==> config.mk <==
export PLATFORM = sky130hd
export DESIGN_NAME = seq_alu
export DESIGN_NICKNAME = d
export VERILOG_FILES = /design/src/rtl/seq_alu_pkg.sv /design/src/rtl/alu_core.sv /design/src/rtl/seq_alu.sv
export SDC_FILE = /design/constraint.sdc
export NUM_CORES = 1
export LEC_CHECK = 0
export CORE_UTILIZATION = 25
export CTS_CLUSTER_DIAMETER = 50
export DETAILED_ROUTE_END_ITERATION = 16
export PLACE_DENSITY = 0.45
export SETUP_SLACK_MARGIN = 0.1
export SYNTH_ARGS = -nofsm -noshare
export SYNTH_HDL_FRONTEND = slang
export SYNTH_SLANG_ARGS = --single-unit
==> constraint.sdc <==
create_clock -name Clk -period 2.96 [get_ports Clk]
set_input_delay 0.592 -clock Clk [delete_from_list [all_inputs] [get_ports Clk]]
set_output_delay 0.592 -clock Clk [all_outputs]
set_load 0.03 [all_outputs]
==> src/rtl/seq_alu_pkg.sv <==
// Purpose: shared opcode mnemonics, sequencer states and decode helpers for seq_alu.
// Latency: none (definitions only).
// Backpressure: none (definitions only).
package seq_alu_pkg;

   // Opcode field width; the op_mne encoding must fit in it.
   localparam int OP_W = 5;

   // Legacy opcodes 0-13 keep their historic encodings; 14-18 were added with the sequencer.
   typedef enum logic [OP_W-1:0] {
      LK   = 5'd0,
      LOAD = 5'd1,
      ADD  = 5'd2,
      SUB  = 5'd3,
      MOV  = 5'd4,
      LW   = 5'd5,
      SW   = 5'd6,
      SL   = 5'd7,
      SR   = 5'd8,
      AND  = 5'd9,
      XOR  = 5'd10,
      EQ   = 5'd11,
      LT   = 5'd12,
      GT   = 5'd13,
      ADC  = 5'd14,
      SBC  = 5'd15,
      SLN  = 5'd16,
      SRN  = 5'd17,
      MUL  = 5'd18
   } op_mne;

   // Sequencer states: idle, iterating (Busy), result-just-written (Done).
   typedef enum logic [1:0] {
      IDLE = 2'd0,
      RUN  = 2'd1,
      FIN  = 2'd2
   } alu_state_e;

   // Encoding used for opcodes whose upper bits fall outside op_mne; decodes as undefined.
   localparam logic [OP_W-1:0] OP_UNDEF = 5'h1F;

   // Multi-bit shifts iterate one bit per cycle when the shift count is non-zero.
   function automatic logic is_shift_op(input logic [OP_W-1:0] op);
      return (op == SLN) || (op == SRN);
   endfunction

endpackage

==> src/rtl/alu_core.sv <==
// Purpose: single-cycle datapath returning {carry, result} for every non-iterative operation.
// Latency: purely combinational, zero cycles.
// Backpressure: none; the caller decides when the result is captured.
module alu_core
   import seq_alu_pkg::*;
#(
   parameter int W = 8
) (
   input  logic [OP_W-1:0] op,
   input  logic            mode,
   input  logic [W-1:0]    a,
   input  logic [W-1:0]    b,
   input  logic            c_in,
   output logic [W-1:0]    result,
   output logic            c_out
);

   // W+1 bit adder shared by ADD/SUB/ADC/SBC; bit W is the carry (or not-borrow).
   logic [W:0] sum;

   // Opcode decode; carry defaults to the incoming flag so untouched ops preserve it.
   always_comb begin
      result = '0;
      c_out  = c_in;
      sum    = '0;
      if (mode) begin
         // Branch-on-zero: hand back the target only when the accumulator is zero.
         result = (a == '0) ? b : '0;
      end else begin
         case (op)
            LK, LOAD, MOV, LW, SW: result = b;
            ADD: begin
               sum    = {1'b0, a} + {1'b0, b};
               result = sum[W-1:0];
               c_out  = sum[W];
            end
            SUB: begin
               // a + ~b + 1: carry out set means no borrow.
               sum    = {1'b0, a} + {1'b0, ~b} + (W+1)'(1);
               result = sum[W-1:0];
               c_out  = sum[W];
            end
            ADC: begin
               sum    = {1'b0, a} + {1'b0, b} + (W+1)'(c_in);
               result = sum[W-1:0];
               c_out  = sum[W];
            end
            SBC: begin
               // a - b - ~c == a + ~b + c, so the incoming carry doubles as not-borrow.
               sum    = {1'b0, a} + {1'b0, ~b} + (W+1)'(c_in);
               result = sum[W-1:0];
               c_out  = sum[W];
            end
            SL:  result = {a[W-2:0], 1'b0};
            SR:  result = {1'b0, a[W-1:1]};
            AND: result = a & b;
            XOR: result = a ^ b;
            EQ:  result = {{(W-1){1'b0}}, (a == b)};
            LT:  result = {{(W-1){1'b0}}, (a < b)};
            GT:  result = {{(W-1){1'b0}}, (a > b)};
            // Only reached with a zero shift count: value passes through, carry kept.
            SLN, SRN: result = a;
            default: result = '0;
         endcase
      end
   end

endmodule

==> src/rtl/seq_alu.sv <==
// Purpose: clocked accumulator ALU with registered result/flags, carry chaining, iterative shift and multiply.
// Latency: Done 1 cycle after Start for single-cycle ops, n+1 for shifts by n, W+1 for MUL.
// Backpressure: Start is ignored while Busy; Start during the Done cycle is accepted back-to-back.
module seq_alu #(
   parameter int W   = 8,
   parameter int Ops = 5,
   parameter int SW  = $clog2(W)
) (
   input  logic           Clk,
   input  logic           Reset_n,
   input  logic           Start,
   input  logic [Ops-1:0] OP,
   input  logic           Mode,
   input  logic [W-1:0]   R0,
   input  logic [W-1:0]   Input,
   output logic           Busy,
   output logic           Done,
   output logic [W-1:0]   Out,
   output logic [W-1:0]   Out_hi,
   output logic           C_out,
   output logic           Zero,
   output logic           Neg
);

   import seq_alu_pkg::*;

   // Counter must reach W for MUL.
   localparam int CW = $clog2(W + 1);

   alu_state_e      state_q;
   logic [OP_W-1:0] op_dec;
   logic [OP_W-1:0] op_q;
   logic [CW-1:0]   cnt_q;
   logic [W-1:0]    work_lo_q;
   logic [W-1:0]    work_hi_q;
   logic [W-1:0]    mcand_q;
   logic [W-1:0]    out_q;
   logic [W-1:0]    out_hi_q;
   logic            c_q;
   logic            zero_q;
   logic            neg_q;

   logic [W-1:0]    core_res;
   logic            core_c;
   logic [W-1:0]    step_lo;
   logic [W-1:0]    step_hi;
   logic            step_c;
   logic [W:0]      mul_sum;

   logic [SW-1:0]   amt;
   logic            accept;
   logic            is_mul;
   logic            go_iter;
   logic            launch_iter;
   logic            launch_single;
   logic            finish_iter;

   // Opcodes wider than op_mne decode as undefined when any extra bit is set.
   generate
      if (Ops > OP_W) begin : g_op_wide
         assign op_dec = (|OP[Ops-1:OP_W]) ? OP_UNDEF : OP[OP_W-1:0];
      end else begin : g_op_exact
         assign op_dec = OP[OP_W-1:0];
      end
   endgenerate

   assign amt           = Input[SW-1:0];
   assign accept        = Start && (state_q != RUN);
   assign is_mul        = !Mode && (op_dec == MUL);
   assign go_iter       = is_mul || (!Mode && is_shift_op(op_dec) && (amt != '0));
   assign launch_iter   = accept && go_iter;
   assign launch_single = accept && !go_iter;
   assign finish_iter   = (state_q == RUN) && (cnt_q == CW'(1));

   alu_core #(
      .W (W)
   ) u_core (
      .op     (op_dec),
      .mode   (Mode),
      .a      (R0),
      .b      (Input),
      .c_in   (c_q),
      .result (core_res),
      .c_out  (core_c)
   );

   // One iteration step: single-bit shift, or shift-add multiply on the {hi, lo} pair.
   always_comb begin
      step_lo = work_lo_q;
      step_hi = work_hi_q;
      step_c  = c_q;
      mul_sum = '0;
      case (op_q)
         SLN: begin
            step_c  = work_lo_q[W-1];
            step_lo = {work_lo_q[W-2:0], 1'b0};
         end
         SRN: begin
            step_c  = work_lo_q[0];
            step_lo = {1'b0, work_lo_q[W-1:1]};
         end
         MUL: begin
            // lo holds the unconsumed multiplier bits; product bits shift in from the top.
            mul_sum = {1'b0, work_hi_q} + (work_lo_q[0] ? {1'b0, mcand_q} : {(W+1){1'b0}});
            {step_hi, step_lo} = {mul_sum, work_lo_q[W-1:1]};
         end
         default: ;
      endcase
   end

   // Sequencer: IDLE/FIN accept a new op, RUN counts down to FIN.
   always_ff @(posedge Clk or negedge Reset_n) begin
      if (!Reset_n) begin
         state_q <= IDLE;
      end else begin
         case (state_q)
            IDLE, FIN: begin
               if (!Start)       state_q <= IDLE;
               else if (go_iter) state_q <= RUN;
               else              state_q <= FIN;
            end
            RUN: begin
               if (finish_iter) state_q <= FIN;
            end
            default: state_q <= IDLE;
         endcase
      end
   end

   // Operand capture at launch and working-register update while iterating.
   always_ff @(posedge Clk or negedge Reset_n) begin
      if (!Reset_n) begin
         op_q      <= '0;
         cnt_q     <= '0;
         work_lo_q <= '0;
         work_hi_q <= '0;
         mcand_q   <= '0;
      end else if (launch_iter) begin
         op_q      <= op_dec;
         cnt_q     <= is_mul ? CW'(W) : CW'(amt);
         work_lo_q <= is_mul ? Input : R0;
         work_hi_q <= '0;
         mcand_q   <= R0;
      end else if (state_q == RUN) begin
         cnt_q     <= cnt_q - CW'(1);
         work_lo_q <= step_lo;
         work_hi_q <= step_hi;
      end
   end

   // Architectural result and flags change only on the edge that enters FIN.
   always_ff @(posedge Clk or negedge Reset_n) begin
      if (!Reset_n) begin
         out_q    <= '0;
         out_hi_q <= '0;
         c_q      <= 1'b0;
         zero_q   <= 1'b1;
         neg_q    <= 1'b0;
      end else if (launch_single) begin
         out_q    <= core_res;
         out_hi_q <= '0;
         c_q      <= core_c;
         zero_q   <= (core_res == '0);
         neg_q    <= core_res[W-1];
      end else if (finish_iter) begin
         out_q    <= step_lo;
         out_hi_q <= step_hi;
         c_q      <= step_c;
         zero_q   <= ({step_hi, step_lo} == '0);
         neg_q    <= step_lo[W-1];
      end
   end

   assign Busy   = (state_q == RUN);
   assign Done   = (state_q == FIN);
   assign Out    = out_q;
   assign Out_hi = out_hi_q;
   assign C_out  = c_q;
   assign Zero   = zero_q;
   assign Neg    = neg_q;

`ifdef __ICARUS__
   // Mnemonic view of the in-flight iterative opcode for waveform viewers.
   op_mne op_disp;
   assign op_disp = op_mne'(op_q);
`endif

endmodule

# [After elaboration in Yosys (flattened, before gate mapping)]
# Index checks and enable logic that the tools add are counted.
[word_totals] ff_bits=54 latchBits=0 mem_bits_rw=0 rom_bits=0 in_bits=25 output_inout_bits=21 mem_count=0
[classes] n_addsub=7 n_mul=0 n_div=0 n_lt_le_gt_ge=2 eq_ne=29 n_shift=0 n_mux=31 n_bitwise=3 reduce_logical=24
[op_table] operator="$mux W8" n=13
[op_table] operator="$pmux W8 S13" n=1
[op_table] operator="$eq A5 B4 Y1 const B" n=8
[op_table] operator="$eq A5 B5 Y1 const B" n=6
[op_table] operator="$add A8 B8 Y9" n=3
[op_table] operator="$pmux W8 S3" n=1
[op_table] operator="$eq A5 B3 Y1 const B" n=4
[op_table] operator="$add A9 B1 Y9" n=2
[op_table] operator="$logic_not A16 Y1" n=1
[op_table] operator="$logic_not A8 Y1" n=2
[op_table] operator="$mux W4" n=3
[op_table] operator="$eq A5 B2 Y1 const B" n=2
[op_table] operator="$add A9 B1 Y9 const B" n=1
[op_table] operator="$and A8 B8 Y8" n=1
[op_table] operator="$eq A8 B8 Y1" n=1
[op_table] operator="$gt A8 B8 Y1" n=1
[op_table] operator="$lt A8 B8 Y1" n=1
[op_table] operator="$not A8 Y8" n=1
[op_table] operator="$xor A8 B8 Y8" n=1
[op_table] operator="$logic_and A1 B1 Y1" n=7
[op_table] operator="$mux W1" n=7
[op_table] operator="$mux W2" n=3
[op_table] operator="$reduce_bool A3 Y1" n=2
[op_table] operator="$eq A5 B1 Y1 const B" n=1
[op_table] operator="18 further kinds" n=23

# [Depth between registers and ports, before layout]
[logic_depth] ltp_word=9 mapped_depth=14 mapped_depth_nobuf=14

# [Modules after synthesis]
# From an unflattened synthesis, not the netlist that was laid out.
[hier_totals] hier_cells=661 hier_area_um2=5236.3
[modules_own_cells] module="seq_alu" instances=1 cells_per_inst=349 area_per_inst_um2=3124.2 seq_area_each_um2=1327.5
[modules_own_cells] module="alu_core" instances=1 cells_per_inst=312 area_per_inst_um2=2112.0 seq_area_each_um2=0.0

# [Least setup slack after synthesis]
# OpenSTA, ideal clock, no wires.
[synth_path] path_type="input port to flip-flop" start="in Input[0]" end="reg zero_q (netlist: Zero)" setup_time_ps=61 t_arrival_ps=2916 required_ps=2899 slack_ps=-17 stages=13 path_buffers=0 path_cell_list="inv_1 -> ha_1 -> inv_1 -> fa_1 -> or2b_1 -> a21o_1 -> xnor2_1 -> xnor2_1 -> o22ai_1 -> o31ai_1 -> nand4_1 -> nor3_1 -> a31o_1"
[synth_between] elab_chain_cells=7 elab_cells_between_ends=22 classes_between="add/sub: 5; order compare: 2; eq/ne: 1; mux: 4; bitwise: 3; reduce/logical: 7"
[synth_rtl] element="start: declaration" line_no="seq_alu.sv:15" text="input logic [W-1:0] Input,"
[synth_rtl] element="$not A8 Y8" line_no="alu_core.sv:39, alu_core.sv:50"
[synth_rtl] element="$add A8 B8 Y9" line_no="alu_core.sv:39, alu_core.sv:50"
[synth_rtl] element="$add A9 B1 Y9 (on tied branches)" line_no="alu_core.sv:50, alu_core.sv:39"
[synth_rtl] element="$pmux W8 S13" line_no="alu_core.sv:30" text="case (op)"
[synth_rtl] element="$mux W8" line_no="alu_core.sv:26" text="if (mode) begin"
[synth_rtl] element="$logic_not A8 Y1" line_no="seq_alu.sv:163" text="zero_q <= (core_res == '0);"
[synth_rtl] element="$mux W1" line_no="seq_alu.sv:159" text="end else if (launch_single) begin"
[synth_rtl] element="end signal: assignment" line_no="seq_alu.sv:163"
[synth_rtl] element="end signal: assignment" line_no="seq_alu.sv:169" text="zero_q <= ({step_hi, step_lo} == '0);"
[synth_rtl] element="end: declaration" line_no="seq_alu.sv:40" text="logic zero_q;"
# Several ways; a longest one is shown, not always the timed one.
# A chain may end at the register's enable or synchronous reset.

# [Final worst setup path]
[layout_path] start="in OP[4]" end="reg zero_q (netlist: Zero)"
[layout_between] elab_chain_cells=8 elab_cells_between_ends=33 classes_between="eq/ne: 18; mux: 3; reduce/logical: 12"
[layout_rtl] element="start: declaration" line_no="seq_alu.sv:12" text="input logic [Ops-1:0] OP,"
[layout_rtl] element="branches (longest 8 deep; another with $pmux W8 S13)"
# Several ways; the timed one is not identified.

==> results.sh <==
export IMPL_period_needed_ns=2.890
export IMPL_antenna_found_initial=0
export IMPL_setup_ws_ns=0.06981
export IMPL_ant_nets=0
export IMPL_num_vias=5864
export IMPL_die_y_um=145.6
export IMPL_register_area_sq_mm=0.001328
export IMPL_clock_latency_ns=0.30
export IMPL_first_pass_iters=5
export IMPL_fmax_mhz=346.0
export IMPL_syn_avg_cell_area_sq_um=7.886
export IMPL_crit_fanout=8
export IMPL_drcViolationCount=0
export IMPL_maxCapViolCount=0
export IMPL_place_congestion=0.9647
export IMPL_path_class="input pin to register"
export IMPL_multi_input_area_sq_mm=0.004085
export IMPL_p_per_area_mw_per_mm2=468.8
export IMPL_skew_ns=0.01188
export IMPL_ys_types=74
export IMPL_layout_nets=900
export IMPL_final_cell_area_sq_mm=0.007756
export IMPL_syn_inst=654
export IMPL_ys_async_sr_fraction_pct=100.0
export IMPL_grt_pass1_wl_um=32470
export IMPL_via_per_inst=5.278
export IMPL_synth_seq_area_share_pct=25.74
export IMPL_tritoncts="built"
export IMPL_start_util_pct=25.49
export IMPL_grt_util_all_layers_pct=19.50
export IMPL_numCtsBuffers=5
export IMPL_final_layout_size_suffix_gt1_share_pct=34.48
export IMPL_dieArea_sq_mm=0.02121
export IMPL_yosys_register_bits=53
export IMPL_grt_max_degree=54
export IMPL_fill_cells=2020
export IMPL_diodes=0
export IMPL_p_leak_uw=0.003346
export IMPL_arrival_ns=3.13
export IMPL_port_buffers=45
export IMPL_cts_buffer_depth=2
export IMPL_start_kind="input pin"
export IMPL_yosysWarnings=0
export IMPL_finalHoldViolCount=0
export IMPL_avgRoutedWirePerCell_um=18.52
export IMPL_worst_pin_slew_ns=0.7016
export IMPL_synth_edf_count=0
export IMPL_overflow=0
export IMPL_drt_first_iter_violations=349
export IMPL_placementRows=52
export IMPL_ir_worst_vdd_uv=248.1
export IMPL_critical_path_endpoint_type="register"
export IMPL_wl_um=20570
export IMPL_fp_dieW_um=145.6
export IMPL_core_sq_mm=0.02023
export IMPL_dp_slack_ns=-0.7554
export IMPL_relSlewSlack_pct=53.23
export IMPL_rsz0062_at_grt="yes"
export IMPL_grt_pass1_vias=5896
export IMPL_syn_to_final_growth_pct=50.39
export IMPL_hold_path_class="input pin to asynchronous set/reset pin"
export IMPL_io_pins=46
export IMPL_cp_required_ns=3.20
export IMPL_place_area_sq_mm=0.007005
export IMPL_cts_max_level=2
export IMPL_setup_violations=0
export IMPL_cts_root_buf="clkbuf_16"
export IMPL_syn_cell_area_sq_mm=0.005157
export IMPL_drv_slew=0
export IMPL_clk_pin_slew_ns=0.08
export IMPL_ys_flop_type="dfrtp_1"
export IMPL_place_hpwl_um=16500
export IMPL_syn_num_nets=714
export IMPL_outcome="finished, final reports clean"
export IMPL_timing_final_crit_share_pct=97.64
export IMPL_numClockSinks=53
final timing paths:
path / end / from / cells past startpoint / slack, ns
worst min-delay path: Out_hi[0]$_DFFE_PN0P_ / Reset_n / 2 / 0.41
worst min register to register: mcand_q[0]$_DFFE_PN0P_ / mcand_q[0]$_DFFE_PN0P_ / 2 / 0.48
worst max-delay path: Zero$_DFFE_PN1P_ / OP[4] / 10 / 0.07
worst max register to register: Zero$_DFFE_PN1P_ / op_q[2]$_DFFE_PN0P_ / 10 / 0.16
min in group Clk: mcand_q[0]$_DFFE_PN0P_ / mcand_q[0]$_DFFE_PN0P_ / 2 / 0.48
max in group asynchronous: op_q[3]$_DFFE_PN0P_ / Reset_n / 2 / 2.07
what timing repair did:
item / 4_1_cts / 5_1_grt
setup buffers: 7 / 8
hold buffers: 0 / 0
pin swaps: 44 / 14
gates resized for setup: 98 / 37
setup endpoints to repair: 10 / 18
final cells by class:
cell class | count | area share (%)
clock inverters | 3 | 0.3226
repair buffers | 215 | 22.52
multi-input cells | 538 | 52.67
flip-flops and latches | 53 | 17.12
inverters | 27 | 1.403
clock buffers | 5 | 1.613
well taps | 270 | 4.356
worst max-delay path, stage by stage:
cell and delay (ns):
clkdlybuf4s50_1 0.45, buf_4 0.18, or3_1 0.43, nor2_1 0.20, buf_4 0.15, a22oi_1 0.11
and3_1 0.17, o21ai_0 0.51, nor3_1 0.14, a31o_1 0.20
kinds of logic (layout without fill, tap and decap cells):
family          Yosys count  after routing  share of synthesized area (%)
buf+inv                  63            250                          5.119
mux                       8              8                          1.698
simple gates            256            256                          25.79
compound gates          207            207                          27.29
fa+ha+maj                35             35                          8.928
xor+xnor                 32             32                          5.434
flops                    53             53                          25.74
metal layers:
| metal | up-vias | global-route usage [%] | share of wire [%] |
|---|---|---|---|
| li1 | 2792 | - | - |
| met1 | 2855 | 24.17 | 43 |
| met2 | 175 | 34.93 | 50 |
| met3 | 42 | 1.661 | 3.5 |
| met4 | 0 | 7.579 | 3.1 |
| met5 | - | 0 | 0 |
cell usage in the layout (no fill, tap or decap), types with 6 or more instances in the layout:
| master | n |
|---|---|
| and2_1 | 15 |
| nor3_1 | 12 |
| dfrtp_1 | 52 |
| buf_6 | 7 |
| ha_4 | 9 |
| nor2_1 | 27 |
| xnor2_1 | 10 |
| nand2_1 | 87 |
| inv_1 | 18 |
| a31oi_1 | 10 |
| o211ai_1 | 8 |
| inv_2 | 7 |
| o21ai_0 | 41 |
| a221o_1 | 10 |
| clkdlybuf4s50_1 | 32 |
| nand3_1 | 24 |
| a21oi_1 | 37 |
| nand2b_1 | 12 |
| a221oi_1 | 7 |
| nand4_1 | 6 |
| o22ai_1 | 13 |
| ha_1 | 22 |
| a22oi_1 | 14 |
| and3_1 | 7 |
| xor2_1 | 12 |
| mux2_2 | 6 |
| buf_4 | 163 |
| nor3_2 | 7 |
per-stage QoR:
stage | cells | hold WS (ns) | total power, uW | utilization (%) | setup TNS (ns)
after global placement | 1088 | 0.4577 | 2812 | 34.62 | -6.847
after detailed placement | 1088 | 0.4675 | 2851 | 34.62 | -7.439
after floorplan | 654 | 0.2964 | 2119 | - | 0
after CTS | 1103 | 0.4435 | 3585 | 37.44 | 0
final | 1111 | 0.4134 | 3636 | 38.33 | 0
after global routing | 1111 | 0.4762 | 3888 | 38.33 | 0
report_power, final:
| part | internal (uW) | switching, uW | leakage, uW | total [uW] |
|---|---|---|---|---|
| logic | 932 | 1000 | 0.00259 | 1930 |
| registers | 894 | 198 | 0.000682 | 1090 |
| clock network | 319 | 291 | 0.0000704 | 610 |
| total | 2140 | 1490 | 0.00335 | 3640 |
state kept, by name, indices dropped and copies added (netlist names):
| register | count |
|---|---|
| Out | 8 |
| Out_hi | 8 |
| mcand_q | 8 |
| work_hi_q | 8 |
| work_lo_q | 8 |
| op_q | 5 |
| cnt_q | 4 |
| state_q | 2 |
| C_out | 1 |
| Zero | 1 |
Yosys cell counts (15+ instances only):
cell	n	share of area (%)
nand2_1	91	6.6
dfrtp_1	52	25
o21ai_0	47	4.6
a21oi_1	41	4.0
nor2_1	33	2.4
ha_1	32	7.8
inv_1	26	1.9
nand3_1	26	2.5
clkbuf_1	19	1.4
nor3_1	19	1.8
xnor2_1	19	3.2
a22oi_1	16	2.3
and2_1	15	1.8
Power figures use the tool's default switching activity.
==> RTL change 1, RTL diff (same settings) <==
Register the inputs `Start`, `OP`, `Mode`, `R0` and `Input` before use. The logic sees them one clock later. Comments in the files are not updated.
--- a/src/rtl/seq_alu.sv
+++ b/src/rtl/seq_alu.sv
@@ -28,4 +28,18 @@
    localparam int CW = $clog2(W + 1);
 
+   logic Start_q;
+   logic [Ops-1:0] OP_q;
+   logic Mode_q;
+   logic [W-1:0] R0_q;
+   logic [W-1:0] Input_q;
+
+   always_ff @(posedge Clk) begin
+      Start_q <= Start;
+      OP_q    <= OP;
+      Mode_q  <= Mode;
+      R0_q    <= R0;
+      Input_q <= Input;
+   end
+
    alu_state_e      state_q;
    logic [OP_W-1:0] op_dec;
@@ -59,14 +73,14 @@
    generate
       if (Ops > OP_W) begin : g_op_wide
-         assign op_dec = (|OP[Ops-1:OP_W]) ? OP_UNDEF : OP[OP_W-1:0];
+         assign op_dec = (|OP_q[Ops-1:OP_W]) ? OP_UNDEF : OP_q[OP_W-1:0];
       end else begin : g_op_exact
-         assign op_dec = OP[OP_W-1:0];
+         assign op_dec = OP_q[OP_W-1:0];
       end
    endgenerate
 
-   assign amt           = Input[SW-1:0];
-   assign accept        = Start && (state_q != RUN);
-   assign is_mul        = !Mode && (op_dec == MUL);
-   assign go_iter       = is_mul || (!Mode && is_shift_op(op_dec) && (amt != '0));
+   assign amt           = Input_q[SW-1:0];
+   assign accept        = Start_q && (state_q != RUN);
+   assign is_mul        = !Mode_q && (op_dec == MUL);
+   assign go_iter       = is_mul || (!Mode_q && is_shift_op(op_dec) && (amt != '0));
    assign launch_iter   = accept && go_iter;
    assign launch_single = accept && !go_iter;
@@ -77,7 +91,7 @@
    ) u_core (
       .op     (op_dec),
-      .mode   (Mode),
-      .a      (R0),
-      .b      (Input),
+      .mode   (Mode_q),
+      .a      (R0_q),
+      .b      (Input_q),
       .c_in   (c_q),
       .result (core_res),
@@ -116,5 +130,5 @@
          case (state_q)
             IDLE, FIN: begin
-               if (!Start)       state_q <= IDLE;
+               if (!Start_q)       state_q <= IDLE;
                else if (go_iter) state_q <= RUN;
                else              state_q <= FIN;
@@ -139,7 +153,7 @@
          op_q      <= op_dec;
          cnt_q     <= is_mul ? CW'(W) : CW'(amt);
-         work_lo_q <= is_mul ? Input : R0;
+         work_lo_q <= is_mul ? Input_q : R0_q;
          work_hi_q <= '0;
-         mcand_q   <= R0;
+         mcand_q   <= R0_q;
       end else if (state_q == RUN) begin
          cnt_q     <= cnt_q - CW'(1);
Function: changed (Yosys sat finds a counterexample within 4 cycles, from zero or initial values and one cycle with Reset_n low).
==> RTL change 1 against the original RTL <==
The run now ends with DRC, setup timing left; area after synthesis is 9.5% higher; worst setup slack worse by 0.11 ns; power is 15% higher; sequential share of layout area is 5.0 points higher; sequential cell count is 23 higher; register-to-register slack worse by 0.20 ns; cell area is 4.9% higher; routed wire length is 3.4% higher; clock power is 75% higher.
==> RTL change 1: results (changes against the original RTL) <==
routing:
  first_pass_iters: 11  # +6
  viasPerCell: 5.20  # -1.5%
  drc: 5  # +5
  drt-total-wl_um: 21300  # +3.4%
  wl_per_cell_um: 19.4  # +4.7%
sta:
  setup_viol: 1  # +1
  tightestPinTransition_ns: 0.982  # +0.281 ns
  fin_ws_ns: -0.0406  # -0.110 ns
  holdWs_ns: 0.217  # -0.197 ns
  fin_skew_ns: 0.00904  # -0.00284 ns
  fin_setup_tns_ns: -0.0406  # -0.0406 ns
placed_design:
  hpwl_um: 16500  # -0.18%
  routabilityCongestion: 0.916  # -5.0%
  numPlacedInstances: 1069  # -1.7%
  pre_cts_ws_ns: -0.202  # +0.554 ns
  place_area_sq_mm: 0.00730  # +4.3%
critical_path:
  cp_slowest_stage_delay_ns: 0.39  # -0.12 ns
  r2r_start: "Input_q[0]$_DFF_P_"
  crit_family: "compound AO/OA/AOI/OAI gates"
  cp.arrival_ns: 3.22  # +0.09 ns
  start_kind: "register"
  ff2ff_path_depth: 12  # +2
  critPathMaxFanout: 6  # -2
outcome:
  violations: "DRC, setup timing"
  status: "finished with violations"
cells_and_area:
  fillers: 2215  # +9.7%
  areaGrowthSynthToFinish_pct: 44.1
  nNetsFinal: 872  # -3.1%
clocking:
  post_cts_buffers: 9  # +2
  insertion_delay_ns: 0.34  # +0.04 ns
  cts_buffers: 9  # +4
grt:
  grt_pass1_vias: 5794  # -1.7%
  track_usage: 0.186  # -0.00909
  grt_pass1_wl_um: 33200  # +2.2%
pwr:
  peakVddDrop_mv: 0.206  # -17%
logic_synthesis:
  synth_cell_types: 82  # +11%
  syn_avg_cell_area_sq_um: 8.73  # +11%
  syn-num-nets: 707  # -0.98%
  synth_common_cells: "nand2_1 (57), dfrtp_1 (52), nor2_1 (42), o21ai_0 (42), a21oi_1 (39)"
  synth-async-reset-ratio: 0.697  # -0.303
[RTL change 1: changes by cell type in the layout (fill, tap and decap cells not counted), sizes merged, moves of 7 or more]
cell | before | now
nand2 | 91 | 57
a21o | 2 | 10
dfxtp | 0 | 23
clkdlybuf4s50 | 32 | 44
mux2i | 2 | 11
nor2 | 34 | 43
nor3 | 21 | 12
xor2 | 13 | 6
xnor2 | 19 | 28
buf | 174 | 143
mux2 | 6 | 17
[RTL change 1: layer usage]
layer  vias up  GRT usage  wire [um]
met4         0     0.0909        793
met1      2767      0.228       9100
met3        47     0.0242        919
met2       160      0.321      10500
met5         -          0          0
li1       2732          -          -
[RTL change 1: logic make-up (layout without fill, tap and decap cells)]
kind of cell / Yosys count / count (layout) / share of synthesized area
DFF: 76 / 76 / 0.317
buffers and inverters: 61 / 231 / 0.0450
and+or+nand+nor: 214 / 214 / 0.204
muxes: 28 / 28 / 0.0534
adders and majority gates: 35 / 35 / 0.0815
xor gates and xnor gates: 34 / 34 / 0.0554
AOI/OAI and AO/OA: 199 / 199 / 0.244
[RTL change 1: layout make-up]
class | count | area share
timing repair buffer | 187 | 0.190
sequential | 76 | 0.221
multi-input combinational | 510 | 0.498
tap | 280 | 0.0431
clock inverter | 7 | 0.00707
clock buffer | 9 | 0.0277
inverter | 28 | 0.0135
[RTL change 1: worst register-to-register path, stage by stage (launching register included)]
cell	delay, ns
dfxtp_4	0.37
ha_4	0.17
fa_2	0.39
xnor2_2	0.18
and3_4	0.26
a31oi_1	0.10
o2111ai_1	0.28
a211oi_2	0.13
a221o_1	0.32
a211oi_2	0.20
buf_4	0.17
nor3_2	0.05
a221o_1	0.28
[RTL change 1: power breakdown]
part           internal [uW]  switching (uW)
clock                    580             486
sequential              1180             173
combinational            877             897
total                   2640            1560
==> RTL change 2, RTL diff (same settings) <==
Made on the original files. `Ops`: 5 -> 10.
--- a/src/rtl/seq_alu.sv
+++ b/src/rtl/seq_alu.sv
@@ -4,5 +4,5 @@
 module seq_alu #(
    parameter int W   = 8,
-   parameter int Ops = 5,
+   parameter int Ops = 10,
    parameter int SW  = $clog2(W)
 ) (
Ports: changed (resized OP); port bits go from 46 to 51. No check against the original RTL was run, so the function may have changed too.
==> RTL change 2 against the original RTL <==
The flow now finishes with violations (setup timing); area after synthesis down 0.75%; routed wire length increased by 7.5%; first-iteration DRC count up 0.29%; sequential cell count unchanged; worst setup slack worse by 0.12 ns; cell area increased by 8.4%; combinational power fell by 49%; global-route usage increased by 1.2 points; worst hold slack worse by 0.17 ns; power is 35% lower; largest cell class unchanged; largest power group unchanged.
==> RTL change 2: results (changes against the original RTL) <==
cells_and_area:
  multi_input_gates: 508  # -5.6%
  inverters: 26  # -3.7%
  fillers: 1991  # -1.4%
  nNonClkBuffers: 282  # +31%
  clock_area_frac: 0.0182  # -0.00121
  clkbuf_count: 6  # +1
  drive_gt1_frac: 0.416  # +0.0714
  areaGrowthSynthToFinish_pct: 64.3
  multi_input_area_share: 0.495  # -0.0320
  seq_share: 0.158  # -0.0133
sta:
  setup_viol: 3  # +3
  holdWs_ns: 0.244  # -0.169 ns
  fin_ws_ns: -0.0503  # -0.120 ns
placed_design:
  routabilityCongestion: 0.900  # -6.7%
  hpwl_um: 17600  # +6.7%
  port_buffers: 50  # +11%
pwr:
  p_leak_uw: 0.00380  # +14%
  peakVddDrop_mv: 0.186  # -25%
critical_path:
  critPathMaxFanout: 3  # -5
  endpoint: "C_out$_DFFE_PN0P_"
  cp_slowest_stage_delay_ns: 0.39  # -0.12 ns
  ff2ff_path_depth: 13  # +3
  r2r_start: "work_lo_q[0]$_DFFE_PN0P_"
  critPathSlowestCell: "fa_2"
  crit_family: "compound AO/OA/AOI/OAI gates"
logic_synthesis:
  synthMuxAreaShare: 0.0452  # +0.0282
  synth_cell_types: 76  # +2.7%
  synth.area.top_cells: "dfrtp_1 (25%), ha_1 (7.8%), nand2_1 (4.3%)"
  synth_fa_ha_area_frac: 0.0900  # +0.000677
  syn-num-nets: 687  # -3.8%
grt:
  grt_pass1_wl_um: 34200  # +5.3%
  track_usage: 0.207  # +0.0118
routing:
  drtIter0Drc: 350  # +0.29%
  wl_per_cell_um: 19.4  # +4.6%
outcome:
  violations: "setup timing"
  status: "finished with violations"
==> RTL change 2: changes by cell type after synthesis, moves of 8 or more <==
cell      before  now
nor2_1        33   41
o211ai_1       8   16
mux2i_1        2   13
a21o_1         2   10
o21ai_1        1   10
o21ai_0       47   33
a22oi_1       16    5
nand2_1       91   58
a21oi_1       41   30
==> RTL change 2: repair_timing <==
item	4_1_cts	5_1_grt
resized for setup	157	35
endpoints found under the setup margin	37	21
pin swaps	59	25
gates cloned	0	1
buffers inserted	31	4
==> RTL change 2: per-layer routing <==
layer	global-route usage	vias to the layer above	wire length, um
li1	-	2829	-
met1	0.281	2919	10400
met3	0.0214	28	712
met4	0.0647	0	532
met5	0	-	0
met2	0.343	155	10500
==> RTL change 2: power by group through the flow <==
stage	Clock, uW	Sequential [uW]	Combinational [uW]
5_1_grt	659	763	1060
4_1_cts	631	761	955
6_report	624	761	992
3_5_place_dp	0	775	801
3_3_place_gp	0	774	798
2_1_floorplan	0	777	369
